==> src/rtl/dds_sweep_sched.sv <==
// Table-driven DDS sweep scheduler: steps wave_sel/fword through a programmed entry list.
// Define DDS_SCHED_PAUSE_EN to let pause freeze the dwell count; otherwise pause is ignored.
module dds_sweep_sched #(
    parameter int DEPTH = 8,
    parameter int AW    = 3,
    parameter int FW    = 24,
    parameter int DW    = 16
) (
    input  logic          clk,
    input  logic          rst_n,
    input  logic          cfg_we,
    input  logic [AW-1:0] cfg_addr,
    input  logic [1:0]    cfg_wave,
    input  logic [FW-1:0] cfg_fword,
    input  logic [DW-1:0] cfg_dwell,
    input  logic [AW-1:0] last_idx,
    input  logic          loop_en,
    input  logic          start,
    input  logic          stop,
    input  logic          pause,
    output logic [1:0]    wave_sel,
    output logic [FW-1:0] fword,
    output logic          upd,
    output logic          busy,
    output logic [AW-1:0] entry_idx,
    output logic          done
);

    typedef enum logic [2:0] {
        IDLE,
        FETCH,
        APPLY,
        DWELL,
        DONE
    } state_t;

    localparam logic [AW:0]   DEPTH_W  = (AW+1)'(DEPTH);
    localparam logic [AW-1:0] LAST_MAX = AW'(DEPTH - 1);

    state_t        state;
    state_t        state_nx;
    state_t        adv_state;
    logic [AW-1:0] idx;
    logic [AW-1:0] idx_nx;
    logic [AW-1:0] adv_idx;
    logic [AW-1:0] last_eff;
    logic [DW-1:0] cnt;
    logic [DW-1:0] stage_dwell;
    logic [DW-1:0] dwell_m1;
    logic          at_end;
    logic          ld_stage;
    logic          ld_cnt;
    logic          dec_cnt;
    logic          set_done;
    logic          hold;
    logic          wr_ok;

    logic [1:0]    tab_wave  [DEPTH];
    logic [FW-1:0] tab_fword [DEPTH];
    logic [DW-1:0] tab_dwell [DEPTH];

`ifdef DDS_SCHED_PAUSE_EN
    assign hold = pause;
`else
    logic unused_pause;
    assign unused_pause = pause;
    assign hold = 1'b0;
`endif

    assign wr_ok = cfg_we && ({1'b0, cfg_addr} < DEPTH_W);

    // Table holds no reset: contents survive rst_n so a host need not reload.
    always_ff @(posedge clk) begin
        if (wr_ok) begin
            tab_wave[cfg_addr]  <= cfg_wave;
            tab_fword[cfg_addr] <= cfg_fword;
            tab_dwell[cfg_addr] <= cfg_dwell;
        end
    end

    assign last_eff = ({1'b0, last_idx} >= DEPTH_W) ? LAST_MAX : last_idx;
    assign at_end   = (idx >= last_eff);
    assign dwell_m1 = (stage_dwell == '0) ? '0 : stage_dwell - 1'b1;
    assign busy     = (state != IDLE);

    always_comb begin
        adv_idx   = idx + 1'b1;
        adv_state = FETCH;
        if (at_end) begin
            adv_idx   = '0;
            adv_state = loop_en ? FETCH : DONE;
        end
    end

    always_comb begin
        state_nx = state;
        idx_nx   = idx;
        ld_stage = 1'b0;
        ld_cnt   = 1'b0;
        dec_cnt  = 1'b0;
        set_done = 1'b0;
        unique case (state)
            IDLE: begin
                if (start && !stop) begin
                    state_nx = FETCH;
                    idx_nx   = '0;
                end
            end
            FETCH: begin
                ld_stage = 1'b1;
                state_nx = APPLY;
            end
            APPLY: begin
                if (!hold) begin
                    ld_cnt = 1'b1;
                    if (dwell_m1 == '0) begin
                        state_nx = adv_state;
                        idx_nx   = adv_idx;
                    end else begin
                        state_nx = DWELL;
                    end
                end
            end
            DWELL: begin
                if (!hold) begin
                    dec_cnt = 1'b1;
                    if (cnt <= DW'(1)) begin
                        state_nx = adv_state;
                        idx_nx   = adv_idx;
                    end
                end
            end
            DONE: begin
                set_done = 1'b1;
                state_nx = IDLE;
            end
            default: state_nx = IDLE;
        endcase
        if (stop && state != IDLE) begin
            state_nx = IDLE;
            idx_nx   = idx;
            ld_stage = 1'b0;
            ld_cnt   = 1'b0;
            dec_cnt  = 1'b0;
            set_done = 1'b0;
        end
    end

    always_ff @(posedge clk or negedge rst_n) begin
        if (!rst_n) begin
            state <= IDLE;
            idx   <= '0;
        end else begin
            state <= state_nx;
            idx   <= idx_nx;
        end
    end

    // Outputs load as the fetch completes, so the new setting and upd appear together.
    always_ff @(posedge clk or negedge rst_n) begin
        if (!rst_n) begin
            cnt         <= '0;
            stage_dwell <= '0;
            wave_sel    <= '0;
            fword       <= '0;
            entry_idx   <= '0;
            upd         <= 1'b0;
            done        <= 1'b0;
        end else begin
            upd  <= ld_stage;
            done <= set_done;
            if (ld_stage) begin
                wave_sel    <= tab_wave[idx];
                fword       <= tab_fword[idx];
                stage_dwell <= tab_dwell[idx];
                entry_idx   <= idx;
            end
            if (ld_cnt) begin
                cnt <= dwell_m1;
            end else if (dec_cnt) begin
                cnt <= cnt - 1'b1;
            end
        end
    end

endmodule

==> config.mk <==
export PLATFORM = sky130hd
export DESIGN_NAME = dds_sweep_sched
export DESIGN_NICKNAME = d
export VERILOG_FILES = /design/src/rtl/dds_sweep_sched.sv
export SDC_FILE = /design/constraint.sdc
export NUM_CORES = 1
export LEC_CHECK = 0
export CAP_MARGIN = 30
export CORE_ASPECT_RATIO = 0.75
export CORE_MARGIN = 10
export CORE_UTILIZATION = 28
export CTS_CLUSTER_SIZE = 24
export DETAILED_ROUTE_END_ITERATION = 16
export DONT_BUFFER_PORTS = 1
export PLACE_DENSITY_LB_ADDON = 0.05
export SLEW_MARGIN = 40
export SYNTH_ARGS = -nofsm -noshare
export SYNTH_HDL_FRONTEND = slang
export SYNTH_SLANG_ARGS = --single-unit
==> constraint.sdc <==
create_clock -name clk -period 2.2 [get_ports clk]
set_input_delay 0.33 -clock clk [delete_from_list [all_inputs] [get_ports clk]]
set_output_delay 0.33 -clock clk [all_outputs]
set_load 0.005 [all_outputs]
# ---- After elaboration in Yosys (flattened, before gate mapping)
# Memory sizes are Yosys's and may differ from the RTL's. A register that Yosys moved wholly into a read port is not among the register bits.
# Index checks and enable logic that the tools add are counted.
dict set report word_totals {
  register_bits 27
  ramBits 336
  out_inout_bits 32
  elab_cells 63
  mem_count 3
  in_bits 55
}
dict set report op_classes {
  eq_ne 9
  n_lt_le_gt_ge 2
  reduce_logical 14
  muxes 25
  n_bitwise 1
  addsub 3
}
# memory depth word_bits read_ports rd_ports_with_merged_regs wr line
set memory_table {}
lappend memory_table {tab_fword 8 24 1 1 1 59} ;# logic [FW-1:0] tab_fword [DEPTH];
lappend memory_table {tab_dwell 8 16 1 1 1 60} ;# logic [DW-1:0] tab_dwell [DEPTH];
lappend memory_table {tab_wave 8 2 1 1 1 58} ;# logic [1:0] tab_wave [DEPTH];
# operator n
set ops {}
lappend ops {{$mux 16} 3}
lappend ops {{$logic_not 16->1} 2}
lappend ops {{$sub 16x1->16 const B} 2}
lappend ops {{$mux 3} 10}
lappend ops {{$le 16x1->1 const B} 1}
lappend ops {{$pmux 3 s4} 1}
lappend ops {{$mux 1} 10}
lappend ops {{$pmux 3 s3} 1}
lappend ops {{$eq 3x2->1 const B} 2}
lappend ops {{$ne 2x2->1 const B} 3}
lappend ops {{$ne 3x3->1 const B} 2}
lappend ops {{$reduce_bool 3->1} 2}
lappend ops {{$reduce_and 5->1} 1}
lappend ops {{$logic_not 1->1} 4}
lappend ops {{$add 3x1->3 const B} 1}
lappend ops {{$eq 3x1->1 const B} 1}
lappend ops {{$eq 3x3->1 const B} 1}
lappend ops {{$ge 3x3->1} 1}
lappend ops {{$logic_not 3->1} 1}
lappend ops {{$logic_and 1x1->1} 2}
lappend ops {{$reduce_and 2->1} 1}
lappend ops {{$reduce_bool 2->1} 1}
lappend ops {{$not 1->1} 1}

# ---- Longest topological paths before layout
# Gate-level depths: netlist (run 1).
dict set report depth {
  depth_word 6
  ltp_mapped 12
  depth_no_buf 9
}

# ---- Least setup slack after synthesis (run 1)
# No wires, ideal clock.
dict set report synth_timing {
  kind {input port to flip-flop}
  startpoint {input port cfg_addr[1]}
  endpoint {memory tab_dwell[0][0] (enable)}
  path_slack_ps -1680
  setup_time_ps 494
  required_ps 1706
  stages 2
  arrival_time_ps 3386
  path_buffers 0
  cell_sequence {nand2b_1 > nor3_1}
}
# element line
set synth_rtl {}
lappend synth_rtl {{start: declaration} 12} ;# input logic [AW-1:0] cfg_addr,
lappend synth_rtl {{end: declaration} 60}
# Straight into the memory's write port.

# ---- Final worst setup path (run 1)
dict set report layout_timing {
  startpoint {register cnt[11]}
  endpoint {register idx[0]}
}
dict set report layout_via {
  elab_chain_len 3
}
# element line
set layout_lines {}
lappend layout_lines {{start: declaration} 47} ;# logic [DW-1:0] cnt;
lappend layout_lines {{start signal: assignment} 179} ;# cnt <= dwell_m1;
lappend layout_lines {{start signal: assignment} 181} ;# cnt <= cnt - 1'b1;
lappend layout_lines {{$le 16x1->1} 127} ;# if (cnt <= DW'(1)) begin
lappend layout_lines {{$ne 2x2->1 (no line)} n/a}
lappend layout_lines {{$reduce_and 5->1 (no line)} n/a}
lappend layout_lines {{end signal: assignment} 155} ;# idx <= idx_nx;
lappend layout_lines {{end: declaration} 43} ;# logic [AW-1:0] idx;
# Every way passes these cells.
# A chain may end at the register's enable or synchronous reset.

==> results of run 1 <==
[power by group through the flow]
stage | registers [uW] | logic (uW) | clock network, uW
2_1_floorplan | 9470 | 1660 | 0
3_3_place_gp | 9550 | 2650 | 0
3_5_place_dp | 9580 | 2670 | 0
4_1_cts | 9430 | 2900 | 7790
5_1_grt | 9530 | 3320 | 8120
6_report | 9450 | 3000 | 7540
[final timing paths]
path	start	endpoint	slack, ns	cells after the start
min in group asynchronous	rst_n	entry_idx[0]	0.32	2
worst min register to register	state[1]	done	0.51	1
worst max-delay path	cnt[11]	idx[0]	-0.12	7
max in group asynchronous	rst_n	idx[2]	1.52	2
worst max register to register	cnt[11]	idx[0]	-0.12	7
worst min-delay path	stop	upd	0.05	2
[sequential cells by signal, summed over array words and instances, names as in the netlist]
register and count:
fword 24, stage_dwell 16, tab_dwell 128, done 1
tab_fword 192, upd 1, state 3, idx 3
cnt 16, wave_sel 2, tab_wave 16, entry_idx 3
[through the flow]
step / cells / util [%] / worst slack, ns
global route: 1783 / 35.51 / -0.2205
CTS: 1775 / 35.15 / -0.1423
detailed placement: 1644 / 31.52 / -0.2652
global placement: 1644 / 31.52 / -0.3107
floorplan: 874 / - / -0.5534
finish: 1784 / 35.51 / -0.1151
[cell usage in the layout, fill, tap and decap left out, types with 26 or more instances in the layout]
master,count
a21oi_1,54
buf_4,65
clkbuf_16,47
dfrtp_1,66
dlygate4sd3_1,45
edfxtp_1,336
mux2i_1,46
mux4_2,84
nor2_1,64
o21ai_0,26
[critical path: cells and delay by family, from the launching register on]
family / cells / cell delay (ns)
compound gates: 3 / 0.62
flops: 1 / 0.41
simple gates: 4 / 1.21
[kinds of logic after synthesis]
| group | after synthesis |
|---|---|
| flip-flops | 405 |
| AND/OR/NAND/NOR | 153 |
| multiplexers | 136 |
| AO/OA/AOI/OAI | 110 |
| buffers and inverters | 54 |
| XOR/XNOR | 9 |
| adder cells (fa/ha/maj) | 7 |
[what timing repair did]
| action | in CTS | in global routing |
|---|---|---|
| resized for setup | 11 | 28 |
| setup endpoints to repair | 10 | 16 |
| setup buffers | 2 | 8 |
| hold buffers | 46 | 0 |
| hold endpoints to repair | 409 | 0 |
| pin swaps | 4 | 12 |
[area by class of cell]
cell class,count,share of cell area [%]
clock inverter,17,0.9950
sequential,405,59.16
antenna,1,0.01252
clock buffer,66,6.489
timing repair buffer,137,7.215
multi-input combinational,415,21.32
tap,731,4.574
inverter,12,0.2378
[metal layers]
metal | share of wire, % | wire length, um | track usage [%] | vias to the layer above
met5 | 0.10 | 41 | 0 | -
met4 | 2.2 | 851 | 3.677 | 6
met3 | 4.3 | 1687 | 2.696 | 61
met2 | 47 | 18690 | 18.95 | 129
met1 | 46 | 18270 | 16.00 | 4419
li1 | - | - | - | 3797
==> impl_metrics.ini, run 1 <==
[route]
drtIter0Drc = 535
drc = 0
antenna_left = 0
drt_wl_total_um = 39540
dr_total_vias = 8412
wl_per_cell_um = 22.16
dr.pass1.iters = 5
vias_per_cell = 4.715

[finish]
drive_gt1_share_pct = 28.04
syn_to_final_growth_pct = 24.71
seq_area_um2 = 11830
design_area_um2 = 19990
multiInputGateArea_um2 = 4263
nNetsFinal = 1078
nFillCells = 5289

[timing]
finalMaxSlewViolations = 0
maxSlewHeadroom_pct = 65.76
fin_tns_setup_ns = -0.4727
grt_setup_unrepaired = true
hold_viol = 0
period_share_pct = 105.2
fin_skew_ns = 0.009334
whs_ns = 0.05157
min_period_ns = 2.315
max_freq_mhz = 432.0
worstMarginPinSlew_ns = 0.5082
final-setup-viol-count = 6
worst_slack_ns = -0.1151

[synth]
synth_mux_area_share_pct = 15.07
synthSimpleGateAreaFrac_pct = 4.706
yosysTopAreaCell = edfxtp_1
syn-num-nets = 936
synth.area.top_cells = edfxtp_1 (63%), mux4_2 (12%), dfrtp_1 (11%)
synthAdderAreaFrac_pct = 0.5463
synth_commonest_cells = edfxtp_1 (336), mux4_2 (84), nor2_1 (70), dfrtp_1 (69), a21oi_1 (55)
synth_edf_count = 336
async_flop_share_pct = 17.04
synthXorXnorAreaFrac_pct = 0.4916
netlist_instances = 874
netlist_area_um2 = 16030
synth_top_area_share_pct = 62.93
synth_compound_area_share_pct = 4.128
ys.flop_type = edfxtp_1
yosys_warnings = 0
synth_top_family_by_area = multiplexers
ys_seq_area_share_pct = 73.70
yosys.cell_types.count = 51
avgSynthCellArea_um2 = 18.34
synth_seq_cells = 405
yosysMostFrequentCell = edfxtp_1

[critical_path]
endpoint_kind = flop
startpoint_type = flop
cpPeakStageDelay_ns = 0.51
path_class = reg2reg
worstPathArrival_ns = 2.83
worstPathMaxFanout = 3
cpMaxStageDelayCell = or4b_4
crit_chain = nor4_4 -> or4b_4 -> o311a_4 -> or2_4 -> nor3_4 -> a21oi_1 -> o21ba_1
cp.required_ns = 2.71

[die]
io_pins = 87
die_width_um = 296.3
design.core.area_um2 = 56300
num_rows = 75
initial_core_util_pct = 28.48
die_height_um = 227.2
die-area_um2 = 67330

[clock_network]
clock_latency_ns = 0.58
cts_buffers = 45
numClockSinks = 405
cts_buffer_depth = 3
ctsHtreeMaxLevel = 2
cts_tree = built
path_clk_slew_ns = 0.06
clockRootBuffer = clkbuf_16

[power_and_ir_drop]
vdd_drop_max_v = 0.0004562
combinationalPowerShare_pct = 15.0
power_density_nw_per_um2 = 999.6
internal_power_uw = 14950
seqPwrFrac_pct = 47.3
p_leak_uw = 0.006440
finalPower_uw = 19990
switchingPower_uw = 5032
p_clk_share_pct = 37.7
p_sw_share_pct = 25.18

[grt]
grt_pass1_vias = 9161
grt_usage_pct = 11.89
grt_max_degree = 70
grt_overflow = 0
antenna_found_initial = 3
grt_pass1_wl_um = 59450

[run_status]
outcome = finished, violations left
violations = negative setup slack

[placement]
io_buffer_count = 0
routabilityCongestion = 0.7625
place_area_um2 = 17750
dp_hpwl_um = 23130

[flow_run]
maxCapViolations = 0

[hold_path]
hold_path_class = in2reg
Note: power is estimated with default switching activity, not from simulation.
==> run 2, diff against run 1 <==
SKIP_LAST_GASP = 1   (was not set)
==> run 2 against run 1 <==
Effect of this change: the flow still finishes with violations (negative setup slack); maximum frequency is 0.25% lower; critical path depth stayed put; die area stayed put; critical endpoint unchanged.
==> impl_metrics.ini, run 2 (synthesized netlist as in run 1, its figures left out) <==
[route]
drc = 0
drt_wl_total_um = 39570
drtIter0Drc = 565
vias_per_cell = 4.706
dr_total_vias = 8395
wl_per_cell_um = 22.18
antenna_left = 0
dr.pass1.iters = 5

[die]
initial_core_util_pct = 28.48
num_rows = 75
io_pins = 87
die-area_um2 = 67330
die_height_um = 227.2
design.core.area_um2 = 56300
die_width_um = 296.3

[timing]
worstMarginPinSlew_ns = 0.4971
period_share_pct = 105.5
whs_ns = 0.05205
finalMaxSlewViolations = 0
maxSlewHeadroom_pct = 66.51
grt_setup_unrepaired = true
hold_viol = 0
final-setup-viol-count = 6
fin_skew_ns = 0.009162
min_period_ns = 2.321
max_freq_mhz = 430.9
worst_slack_ns = -0.1210

[finish]
layout_common_cells = edfxtp_1 (336), mux4_2 (84), dfrtp_1 (66)
largestRegisters = tab_fword: 192 flops, tab_dwell: 128 flops, fword: 24 flops
syn_to_final_growth_pct = 24.71
drive_gt1_share_pct = 28.04
largest-register = tab_fword
utilization_pct = 35.51
instances_no_fill = 1784
nNetsFinal = 1078
design_area_um2 = 19990
largest_register_ffs = 192
layout_commonest_cell = edfxtp_1

[critical_path]
worstPathArrival_ns = 2.83
startpoint_type = flop
worstPathMaxFanout = 3
path_class = reg2reg
cp.required_ns = 2.71
endpoint_kind = flop

[power_and_ir_drop]
vdd_drop_max_v = 0.0004558
power_density_nw_per_um2 = 999.5
p_leak_uw = 0.006440

[clock_network]
numClockSinks = 405
cts_buffer_depth = 3
clockRootBuffer = clkbuf_16
cts_tree = built
ctsHtreeMaxLevel = 2
clock_latency_ns = 0.58
cts_buffers = 45
path_clk_slew_ns = 0.06

[placement]
dp.cells = 1644
dp_hpwl_um = 23130
place_area_um2 = 17750
io_buffer_count = 0
dp_slack_ns = -0.2652
routabilityCongestion = 0.7625

[grt]
grt_pass1_vias = 9161
grt_max_degree = 70
antenna_found_initial = 3
grt_usage_pct = 11.89
grt_overflow = 0
grt_pass1_wl_um = 59450

[run_status]
violations = negative setup slack
outcome = finished, violations left

[hold_path]
hold_path_class = in2reg

[flow_run]
maxCapViolations = 0
run 2: cell type report:
class / instances / area (um2)
fill: 5289 / 36310
sequential: 405 / 11830
multi-input combinational: 415 / 4263
timing repair buffer: 137 / 1443
clock buffer: 66 / 1297
tap: 731 / 914.6
clock inverter: 17 / 198.9
inverter: 12 / 47.55
antenna: 1 / 2.502
run 2: final timing paths:
check | slack (ns) | from | endpoint | depth (start not counted)
setup / recovery | -0.12 | cnt[11] | idx[0] | 7
hold / removal | 0.05 | stop | upd | 2
setup reg to reg | -0.12 | cnt[11] | idx[0] | 7
hold reg to reg | 0.51 | state[1] | done | 1
max in group asynchronous | 1.52 | rst_n | idx[2] | 2
min in group asynchronous | 0.32 | rst_n | entry_idx[0] | 2
run 2: metrics by stage:
step / power (uW) / TNS, ns
after global routing: 20970 / -1.150
after CTS: 20120 / -0.3875
final: 19980 / -0.4884
after detailed placement: 12250 / -1.334
after global placement: 12200 / -1.463
after floorplan: 11130 / -85.77
run 2: layer usage:
layer	global-route usage [%]	up-vias	routed length, um
met5	0	-	41
met4	3.677	6	851
met3	2.696	61	1631
met2	18.95	126	18740
met1	16.00	4405	18300
li1	-	3797	-
run 2: worst max-delay path, stage by stage (launching register included):
cell and delay, ns:
dfrtp_1 0.41, nor4_4 0.29, or4b_4 0.51, o311a_4 0.32, or2_4 0.26, nor3_4 0.15, a21oi_1 0.09, o21ba_1 0.22
run 2: repair_timing:
action	4_1_cts	5_1_grt
pin swaps	4	11
endpoints found under the hold margin	409	0
buffers inserted	2	8
setup endpoints to repair	10	16
hold buffers	46	0
resized for setup	11	28
run 2: report_power, final:
| group | switching, uW | internal [uW] | total [uW] |
|---|---|---|---|
| Clock | 3060 | 4480 | 7540 |
| Sequential | 508 | 8940 | 9450 |
| Combinational | 1460 | 1540 | 3000 |
==> run 3, diff against run 2 <==
CORE_MARGIN = 2   (was 10)
==> run 3 against run 2 <==
Effect of this change: non-clock buffer count unchanged; sequential share of layout area grew 0.11 points; the run still ends with negative setup slack left; sequential power about the same; die area down 12%; worst setup slack worse by 0.015 ns; combinational power is essentially flat; largest cell class unchanged; maximum frequency down 0.65%.
==> impl_metrics.ini, run 3 (synthesized netlist as in run 1, its figures left out) <==
[timing]
period_share_pct = 106.2
final-setup-viol-count = 6
max_freq_mhz = 428.1
finalMaxSlewViolations = 0
grt_setup_unrepaired = true
maxSlewHeadroom_pct = 65.47
fin_tns_setup_ns = -0.5161
min_period_ns = 2.336
worst_slack_ns = -0.1361
fin_skew_ns = 0.02235
whs_ns = 0.1211
worstMarginPinSlew_ns = 0.5140
hold_viol = 0

[finish]
nNetsFinal = 1078
largestRegisters = tab_fword: 192 flops, tab_dwell: 128 flops, fword: 24 flops
layout_common_cells = edfxtp_1 (336), mux4_2 (84), dfrtp_1 (66), buf_4 (66), nor2_1 (64)
largest-register = tab_fword
syn_to_final_growth_pct = 24.46
design_area_um2 = 19950
layout_commonest_cell = edfxtp_1
largest_register_ffs = 192
drive_gt1_share_pct = 27.76

[critical_path]
worstPathMaxFanout = 3
path_class = reg2reg
cpPeakStageDelay_ns = 0.52
cpMaxStageDelayCell = or4b_4
r2r-start = cnt[11]
critPathBufInv = 0
crit_chain = nor4_4 -> or4b_4 -> o311a_4 -> or2_4 -> o21bai_4 -> a32o_2
worstPathArrival_ns = 2.80
cp-startpoint = cnt[11]
endpoint_kind = flop
critical_path.top_delay_family = simple AND/OR/NAND/NOR gates
cp.required_ns = 2.66
startpoint_type = flop

[clock_network]
numClockSinks = 405
cts_buffers = 45
clock_latency_ns = 0.58
path_clk_slew_ns = 0.06
ctsHtreeMaxLevel = 2
clockRootBuffer = clkbuf_16
cts_tree = built
cts_buffer_depth = 3

[power_and_ir_drop]
finalPower_uw = 20040
power_density_nw_per_um2 = 1004
vdd_drop_max_v = 0.0006946
p_leak_uw = 0.006463

[route]
vias_per_cell = 4.727
dr.pass1.iters = 4
drc = 0
drt_wl_total_um = 39530
antenna_left = 0
dr_total_vias = 8443
wl_per_cell_um = 22.13
drtIter0Drc = 546

[hold_path]
min_from = cfg_addr[0]
hold_path_class = in2reg

[grt]
grt_usage_pct = 13.63
grt_max_degree = 70
grt_pass1_vias = 8948
grt_pass1_wl_um = 58420
grt_overflow = 0
antenna_found_initial = 5

[placement]
dp_hpwl_um = 23680
routabilityCongestion = 0.7791
io_buffer_count = 0
place_area_um2 = 17760

[die]
num_rows = 75
die_height_um = 211.2
die-area_um2 = 59210
die_width_um = 280.3
design.core.area_um2 = 56300
initial_core_util_pct = 28.48
io_pins = 87

[run_status]
violations = negative setup slack
outcome = finished, violations left

[flow_run]
maxCapViolations = 0
==> run 3: cell count changes in the layout (fill, tap and decap cells not counted), sizes merged <==
cell      delta
clkinv       +6
inv          -2
diode        +2
clkinvlp     +2
clkbuf       -8
bufinv       +2
==> run 3: per-layer routing <==
metal | wire length (um) | track usage [%]
met5 | 21 | 0
met4 | 897 | 4.462
met3 | 1499 | 2.599
met2 | 18840 | 21.92
met1 | 18270 | 18.62
==> run 3: what timing repair did <==
action	CTS	global route
hold buffers	46	0
setup endpoints to repair	9	18
pin swaps	5	8
setup buffers	2	4
gates resized for setup	9	25
endpoints found under the hold margin	410	0
==> run 3: path summary, 6_finish.rpt <==
| check | cells past startpoint | slack (ns) | end |
|---|---|---|---|
| worst max-delay path | 6 | -0.14 | idx[1] |
| worst min-delay path | 2 | 0.12 | tab_fword[0][1] |
| worst max register to register | 6 | -0.14 | idx[1] |
| worst min register to register | 1 | 0.54 | entry_idx[1] |
| max in group asynchronous | 2 | 1.50 | stage_dwell[3] |
| min in group asynchronous | 2 | 0.34 | fword[18] |
==> run 3: through the flow <==
step	util, %	std cells	setup WS [ns]
final	35.44	1786	-0.1361
after global routing	35.44	1785	-0.2455
after CTS	35.19	1779	-0.1389
after detailed placement	31.55	1648	-0.2932
after global placement	31.55	1648	-0.2603
after floorplan	-	874	-0.5534
==> run 3: layout make-up <==
type                    instances  area, um2
clock buffers                  58       1236
multi-input cells             415       4227
well taps                     731      914.6
inverters                      12      47.55
diodes                          3      7.507
fillers                      5299      36350
flip-flops and latches        405      11830
clock inverters                25      266.5
repair buffers                137       1430
==> run 3: power by group <==
group          leakage [uW]  internal, uW  switching [uW]
clock network      0.000731          4560            3050
registers           0.00385          8940             505
logic               0.00189          1510            1480
total               0.00646         15000            5030
==> run 3: worst reg2reg max path, stage by stage (launching register included) <==
cell      delay (ns)
dfrtp_1         0.40
nor4_4          0.31
or4b_4          0.52
o311a_4         0.32
or2_4           0.25
o21bai_4        0.18
a32o_2          0.24
